===== config.mk =====
export PLATFORM = sky130hd
export DESIGN_NAME = msrv32_reg_block_1
export DESIGN_NICKNAME = d
export VERILOG_FILES = /design/src/rtl/msrv32_pkg.sv /design/src/rtl/msrv32_reg_block_1.sv
export SDC_FILE = /design/constraint.sdc
export NUM_CORES = 1
export LEC_CHECK = 0
export CAP_MARGIN = 10
export CELL_PAD_IN_SITES_DETAIL_PLACEMENT = 1
export CELL_PAD_IN_SITES_GLOBAL_PLACEMENT = 1
export CORE_UTILIZATION = 23
export DETAILED_ROUTE_END_ITERATION = 6
export PLACE_DENSITY = 0.79
export SKIP_LAST_GASP = 1
export SLEW_MARGIN = 30
export SYNTH_ARGS = -nofsm -noshare
export SYNTH_HDL_FRONTEND = slang
export SYNTH_SLANG_ARGS = --single-unit

===== constraint.sdc =====
create_clock -name ms_risc32_mp_clk_in -period 0.8 [get_ports ms_risc32_mp_clk_in]
set_clock_uncertainty 0.05 [all_clocks]
set_input_delay 0.24 -clock ms_risc32_mp_clk_in [delete_from_list [all_inputs] [get_ports ms_risc32_mp_clk_in]]
set_output_delay 0.24 -clock ms_risc32_mp_clk_in [all_outputs]
set_load 0.02 [all_outputs]

===== src/rtl/msrv32_pkg.sv =====
// Shared MSRV32 core definitions used by the PC register, PC mux and fetch logic.
package msrv32_pkg;

    // Native register and address width of the RV32I core.
    localparam int unsigned XLEN = 32;

    // Address the core starts fetching from when reset is released.
    localparam logic [XLEN-1:0] BOOT_ADDRESS = 32'h0000_0000;

endpackage : msrv32_pkg


===== src/rtl/msrv32_reg_block_1.sv =====
// Program-counter register (pipeline stage 1) of the MSRV32 core.
// Captures the PC mux output every rising clock edge and presents it as the
// current PC. Reset forces the boot address immediately and holds it there.
// There is no enable: stalls are made upstream by re-driving the current PC.
// All bits are stored verbatim; alignment is checked elsewhere.
module msrv32_reg_block_1
    import msrv32_pkg::*;
#(
    parameter int unsigned      WIDTH        = XLEN,
    parameter logic [WIDTH-1:0] BOOT_ADDRESS = msrv32_pkg::BOOT_ADDRESS
) (
    input  logic [WIDTH-1:0] pc_mux_in,
    input  logic             ms_risc32_mp_clk_in,
    input  logic             ms_risc32_mp_rst_in,
    output logic [WIDTH-1:0] pc_out
);

    logic [WIDTH-1:0] pc_r;

    // PC state: async load of the boot address while reset is low, else capture next PC.
    always_ff @(posedge ms_risc32_mp_clk_in or negedge ms_risc32_mp_rst_in) begin
        if (!ms_risc32_mp_rst_in) begin
            pc_r <= BOOT_ADDRESS;
        end else begin
            pc_r <= pc_mux_in;
        end
    end

    // Output is driven straight from the flop; no path from pc_mux_in.
    assign pc_out = pc_r;

endmodule : msrv32_reg_block_1


Yosys cells after proc, flatten, opt, wreduce, memory -nomap -nowiden
Cells that the tools add are included.
{"block": "word_totals", "ramBits": 0, "latchBits": 0, "input_bits": 34, "memories": 0, "register_bits": 32, "out_inout_bits": 32, "word_cells": 1, "mem_bits_ro": 0}
{"block": "op_classes", "muxes": 0, "multipliers": 0, "n_reduce_logical": 0, "magnitude_cmp": 0, "addsub": 0, "n_eq_ne": 0, "n_bitwise": 0, "div_mod_pow": 0, "shifts": 0}

Logic depth before layout (Yosys ltp)
Gate-level depths: netlist of run 1.
{"block": "depth", "depth_word": 0, "depth_mapped": 0, "depth_no_buf": 0}

Least setup slack after synthesis of run 1
OpenSTA, ideal clock, no wires.
{"block": "synth_timing", "path_type": "reg2out", "start": "register pc_r[0], in the netlist pc_out[0]", "end": "output port pc_out[0]", "path_stages_with_launch": 1, "required_ns": 0.510, "path_slack_ns": 0.094, "path_buffers": 0, "arrival_time_ns": 0.416, "path_cell_list": "dfrtp_1"}
{"element": "start, declared", "line_no": "msrv32_reg_block_1.sv:18", "rtl": "logic [WIDTH-1:0] pc_r;"}
{"element": "start signal, assigned", "line_no": "msrv32_reg_block_1.sv:25", "rtl": "pc_r <= pc_mux_in;"}
{"element": "end, declared", "line_no": "msrv32_reg_block_1.sv:15", "rtl": "output logic [WIDTH-1:0] pc_out"}
No word-level cell between the ends.

Worst setup path after layout of run 1
{"block": "layout_timing", "start": "register pc_r[7], in the netlist pc_out[7]", "end": "output port pc_out[7]"}
No word-level cell between the ends.

==> impl_results.md, run 1 <==
- Outcome: finished with violations
- Failing checks: setup timing
- Syn Nets: between 60 and 70
- Gate Count Post-Synth: 32
- PortBufs: 65
- Largest net degree at the start of global routing: 33
- Crit path largest cell delay: approximately 0.41 ns
- Setup-failing EPs final: 32
- Crit Path Category: reg -> out
- CTS H-tree depth: 2
- CTS resizes: ~190
- Die ar.: roughly 3700 um2
- Met2 global-route usage: between 10% and 20%
- Starting density of the core: about a quarter
- Fmax: 869.0 MHz
- Die H: 61.01 um
- Met3 Use GR: between 6 and 7%
- Layout Nets: between 100 and 150
- WL/cell: 13.20 um
- Register area share after synthesis: 100.0%
- DRT antenna net count: 0
- Crit-path cells: buf_6
- Gr busiest metal: met2
- First-pass GRT wire length: between 2000 and 3000 um
- Hold WC Path Type: in -> async
- CP max stage cell: dfrtp_1
- P_leak: roughly 0.76 nW
- Relative slew slack: about nine tenths
- Via Count: about 570
- Clock tree buffer depth: 2
- Critical path launch point type: register
- Slew @ Worst Pin: about 0.17 ns
- Drt pass-1 iters: 4
- Fin crit share: 143.8%
- Final Util: 49.87%
- RSZ-0062 raised after global routing: yes
- Placed cell areas: about 1500 um2
- Setup WS post-layout: -0.3508 ns
- Mean Syn Cell Area: between 20 and 30 um2
- Area delta synth->final: 107.8%
- Crit path buf inv count: 1
- Critical path arrival: about 0.86 ns
- Total gr overflow: 0
- Worst slack, placed: -0.4483 ns
- Crit path depth: 1
- Total power per unit cell area: between 2000 and 2500 nW/um2
- Ys Warns: 0
- Initial drt markers: 11
- Final WL: approximately 2000 um
- CTS tree: yes
- Multi-input gates: 0
- Post-route cell area: 1664 um2
- Non-filler instance count after layout: 152
- Cell family with most CP delay: flip-flops
- Die Wd: 61.01 um
- Inst Count DP: roughly 140
- Via density per instance: around 3.7
- Initial antenna violation count: 0
- Vias in the first global route: ~550
- Filler cells: 345
- TritonCTS buffer count: 5
- Max-cap violations: 0
- CP Max Fanout: 1
- Crit path launch: pc_out[7]
- Final Max Slew Viols: 0
- Rows: 21
- Setup Fix Bufs, Post-CTS: 0
- Core area: 3337 um2
- Routability cong.: 0.5689
- Ant diodes: 0
- Total track usage: between 10% and 20%
- Synthesized cell area: 800.8 um2
- Multi-input gate area: 0 um2
- Max reg flops: 32
- Final min period: between 1 and 1.5 ns
- Crit end category: output pin
- CTS root buf: clkbuf_4
- Share of cells above drive strength 1: approximately 39%
- Top Ports: 66
- Cell variety after synth: 1
- Clk sink count: 32
- Clk slew on worst S/H paths: around 0.1 ns
- Crit path required time: between 0.5 and 0.6 ns
- Flops & latches, synth: 32
- VDD IR max: around 1.1 mV
- Met1 GRT Util: a little over a tenth
- DRC: 0
- Hold buffers post-CTS: 0
- Final hold viol count: 0
==> stage by stage <==
| stage | hold slack [ns] | power (W) | setup TNS, ns |
|---|---|---|---|
| floorplan | -0.1056 | 0.001862 | 0 |
| global placement | 0.5734 | 0.002224 | -13.90 |
| detailed placement | 0.5777 | 0.002242 | -14.93 |
| CTS | 0.2243 | 0.003635 | -11.16 |
| global route | 0.2142 | 0.003739 | -11.97 |
| finish | 0.2293 | 0.003579 | -10.35 |
==> area by class of cell <==
type / count / area, um2 / share of cell area (%)
sequential: 32 / 800.8 / 48.12
timing repair buffer: 66 / 710.7 / 42.71
clock buffer: 7 / 65.06 / 3.910
tap: 46 / 57.56 / 3.459
clock inverter: 1 / 30.03 / 1.805
==> cell families after synthesis <==
logic type / after synthesis / share of synthesized area, %
DFF: 32 / 100.0
==> where the power goes <==
group / total [W] / switching [W] / internal [W]
Combinational: 0.000497 / 0.000195 / 0.000302
Sequential: 0.00174 / 0.0000391 / 0.00170
Clock: 0.00135 / 0.000515 / 0.000830
Total: 0.00358 / 0.000749 / 0.00283
==> metal layers <==
layer,share of wire (%),up-vias,routed length [um]
li1,-,243,-
met2,55,39,1098
met3,11,5,218
met4,2.0,0,40
met5,0,-,0
met1,32,281,651
==> cell usage after synthesis <==
library cell | instances | area (um2)
dfrtp_1 | 32 | 800.8
==> cells in the final DEF (no fill, tap or decap), drive strengths merged <==
| cell type | instances |
|---|---|
| bufinv | 1 |
| clkdlybuf4s50 | 33 |
| clkbuf | 7 |
| dfrtp | 32 |
| buf | 33 |
==> final timing paths <==
path                              slack (ns)    endpoint
setup / recovery                       -0.35   pc_out[7]
hold / removal                          0.23  pc_out[24]
max in group asynchronous               0.30   pc_out[5]
min in group ms_risc32_mp_clk_in        0.29   pc_out[9]
Note: power is estimated with default switching activity, not from simulation.
==> run 2, diff against run 1 <==
CORE_UTILIZATION = 42   (was 23)
DONT_BUFFER_PORTS = 1   (was default)
HOLD_SLACK_MARGIN = 0.05   (was default)
PLACE_DENSITY = 0.74   (was 0.79)
==> run 2 against run 1 <==
Against the previous run: wire length is 15% lower; critical path depth down 1; core utilization is 21 points higher; non-clock buffer count shrank 34; die area down 44%; sequential share of layout area up 19 points; power down 19%; largest cell class unchanged; via count shrank 23%; the flow finishes with violations (hold timing, setup timing); combinational power decreased by 74%; global-route usage up 7.7 points; design area fell by 25%; first-iteration DRC count shrank 64%.
==> impl_results.md, run 2 (same netlist as run 1, synthesis figures left out) <==
- Outcome: finished with violations
- Failing checks: hold timing, setup timing
- Max-cap violations: 0
- Hold_ws: -0.4397 ns
- Final min period: approximately 1.1 ns
- Non-filler instance count after layout: 97
- DRT antenna net count: 0
- Die H: ~46 um
- CTS root buf: clkbuf_4
- Setup WS post-layout: -0.2624 ns
- PortBufs: 0
- Met2 global-route usage: about a third
- Initial antenna violation count: 0
- Hold WC Path Type: in -> async
- Layout Nets: 105
- Setup Fix Bufs, Post-CTS: 0
- Fmax: 941.3 MHz
- Die Wd: 45.67 um
- Total gr overflow: 0
- Ant diodes: 0
- Gr busiest metal: met2
- CTS H-tree depth: 2
- Post-route cell area: approximately 1200 um2
- Area delta synth->final: 56.09%
- First-pass GRT wire length: 2559 um
- P_leak: ~0.51 nW
- DRC: 0
- TritonCTS buffer count: 5
- Slew @ Worst Pin: 0.1900 ns
- Core area: ~1800 um2
- Hold buffers post-CTS: 32
- Relative slew slack: 87.34%
- Clk sink count: 32
- Via Count: approximately 440
- Overall power: just under 0.003 W
- Total power per unit cell area: 2319 nW/um2
- Share of cells above drive strength 1: 51.39%
- Starting density of the core: a little under half
- Total track usage: about a fifth
- Rows: 15
- Inst Count DP: 57
- TNS Setup: -8.126 ns
- Final hold viol count: 32
- Die ar.: roughly 2100 um2
- Met1 GRT Util: a little over a fifth
- Most common cell after layout, fill and taps aside: dlygate4sd3_1
- Crit path required time: approximately 0.51 ns
- Max reg flops: 32
- Drt pass-1 iters: 2
- Largest net degree at the start of global routing: 33
- Setup-failing EPs final: 32
- Crit Path Category: reg -> out
- Multi-input gates: 0
- Most frequent cells in the layout: dlygate4sd3_1, dfrtp_2, clkbuf_4
- VDD IR max: 2.013 mV
- Worst slack, placed: a little over 0.07 ns
- CP Max Fanout: 1
- Via density per instance: about 4.5
- Fin crit share: 132.8%
- Critical path arrival: between 0.7 and 0.8 ns
- Final WL: roughly 1700 um
- Final Max Slew Viols: 0
- Met3 Use GR: a little under a tenth
- RSZ-0062 raised after global routing: yes
- Initial drt markers: 4
- Vias in the first global route: between 400 and 500
- Top Ports: 66
- Multi-input gate area: 0 um2
- Clock tree buffer depth: 2
- Routability cong.: 0.6933
- Crit end category: output pin
- Critical path launch point type: register
- Clk slew on worst S/H paths: ~0.09 ns
- CTS tree: yes
- Placed cell areas: roughly 830 um2
- WL/cell: around 18 um
==> run 2: cell count changes in the layout (fill, tap and decap cells not counted), moves of 2 or more <==
cell,before,now
dfrtp_2,0,31
buf_6,32,0
dlygate4sd3_1,0,32
dfrtp_1,32,1
clkdlybuf4s50_1,33,0
clkbuf_1,0,2
==> run 2: repair_timing <==
action,CTS,global route
pin swaps,0,0
hold endpoints to repair,64,32
setup endpoints to repair,32,32
gates resized for setup,16,15
==> run 2: path summary, 6_finish.rpt <==
path,from,end,cells past startpoint
max in group asynchronous,ms_risc32_mp_rst_in,pc_out[29],0
min in group ms_risc32_mp_clk_in,pc_mux_in[31],pc_out[31],1
max,pc_out[25],pc_out[25],0
min,ms_risc32_mp_rst_in,pc_out[25],0
==> run 2: metal layers <==
metal	vias up	share of wire (%)
met1	223	32
li1	175	-
met2	36	61
met4	0	0.70
met5	-	0
met3	2	6.8
==> run 2: area by class of cell <==
cell class | instances | area, um2
Sequential cell | 32 | 839.6
Fill cell | 155 | 514.2
Timing Repair Buffer | 32 | 320.3
Clock buffer | 8 | 58.81
Tap cell | 25 | 31.28
==> run 2: through the flow <==
stage                     utilization, %  hold slack, ns
final                              70.85         -0.4397
after global routing               70.85         -0.4754
after CTS                          69.79         -0.4502
after detailed placement           47.16         -0.1050
after global placement             47.16         -0.1049
after floorplan                        -         -0.1056
==> run 2: where the power goes <==
part	internal (W)	leakage, nW	total [W]	switching [W]
combinational	0.000104	0.134	0.000129	0.0000255
clock	0.000434	0.0326	0.000912	0.000479
sequential	0.00171	0.342	0.00186	0.000143
total	0.00225	0.508	0.00290	0.000647
==> run 3, diff against run 2 <==
GPL_ROUTABILITY_DRIVEN = 0   (was default)
==> results of run 3 <==
Same layout as run 2: the final DEF is identical, and so are final timing and power.
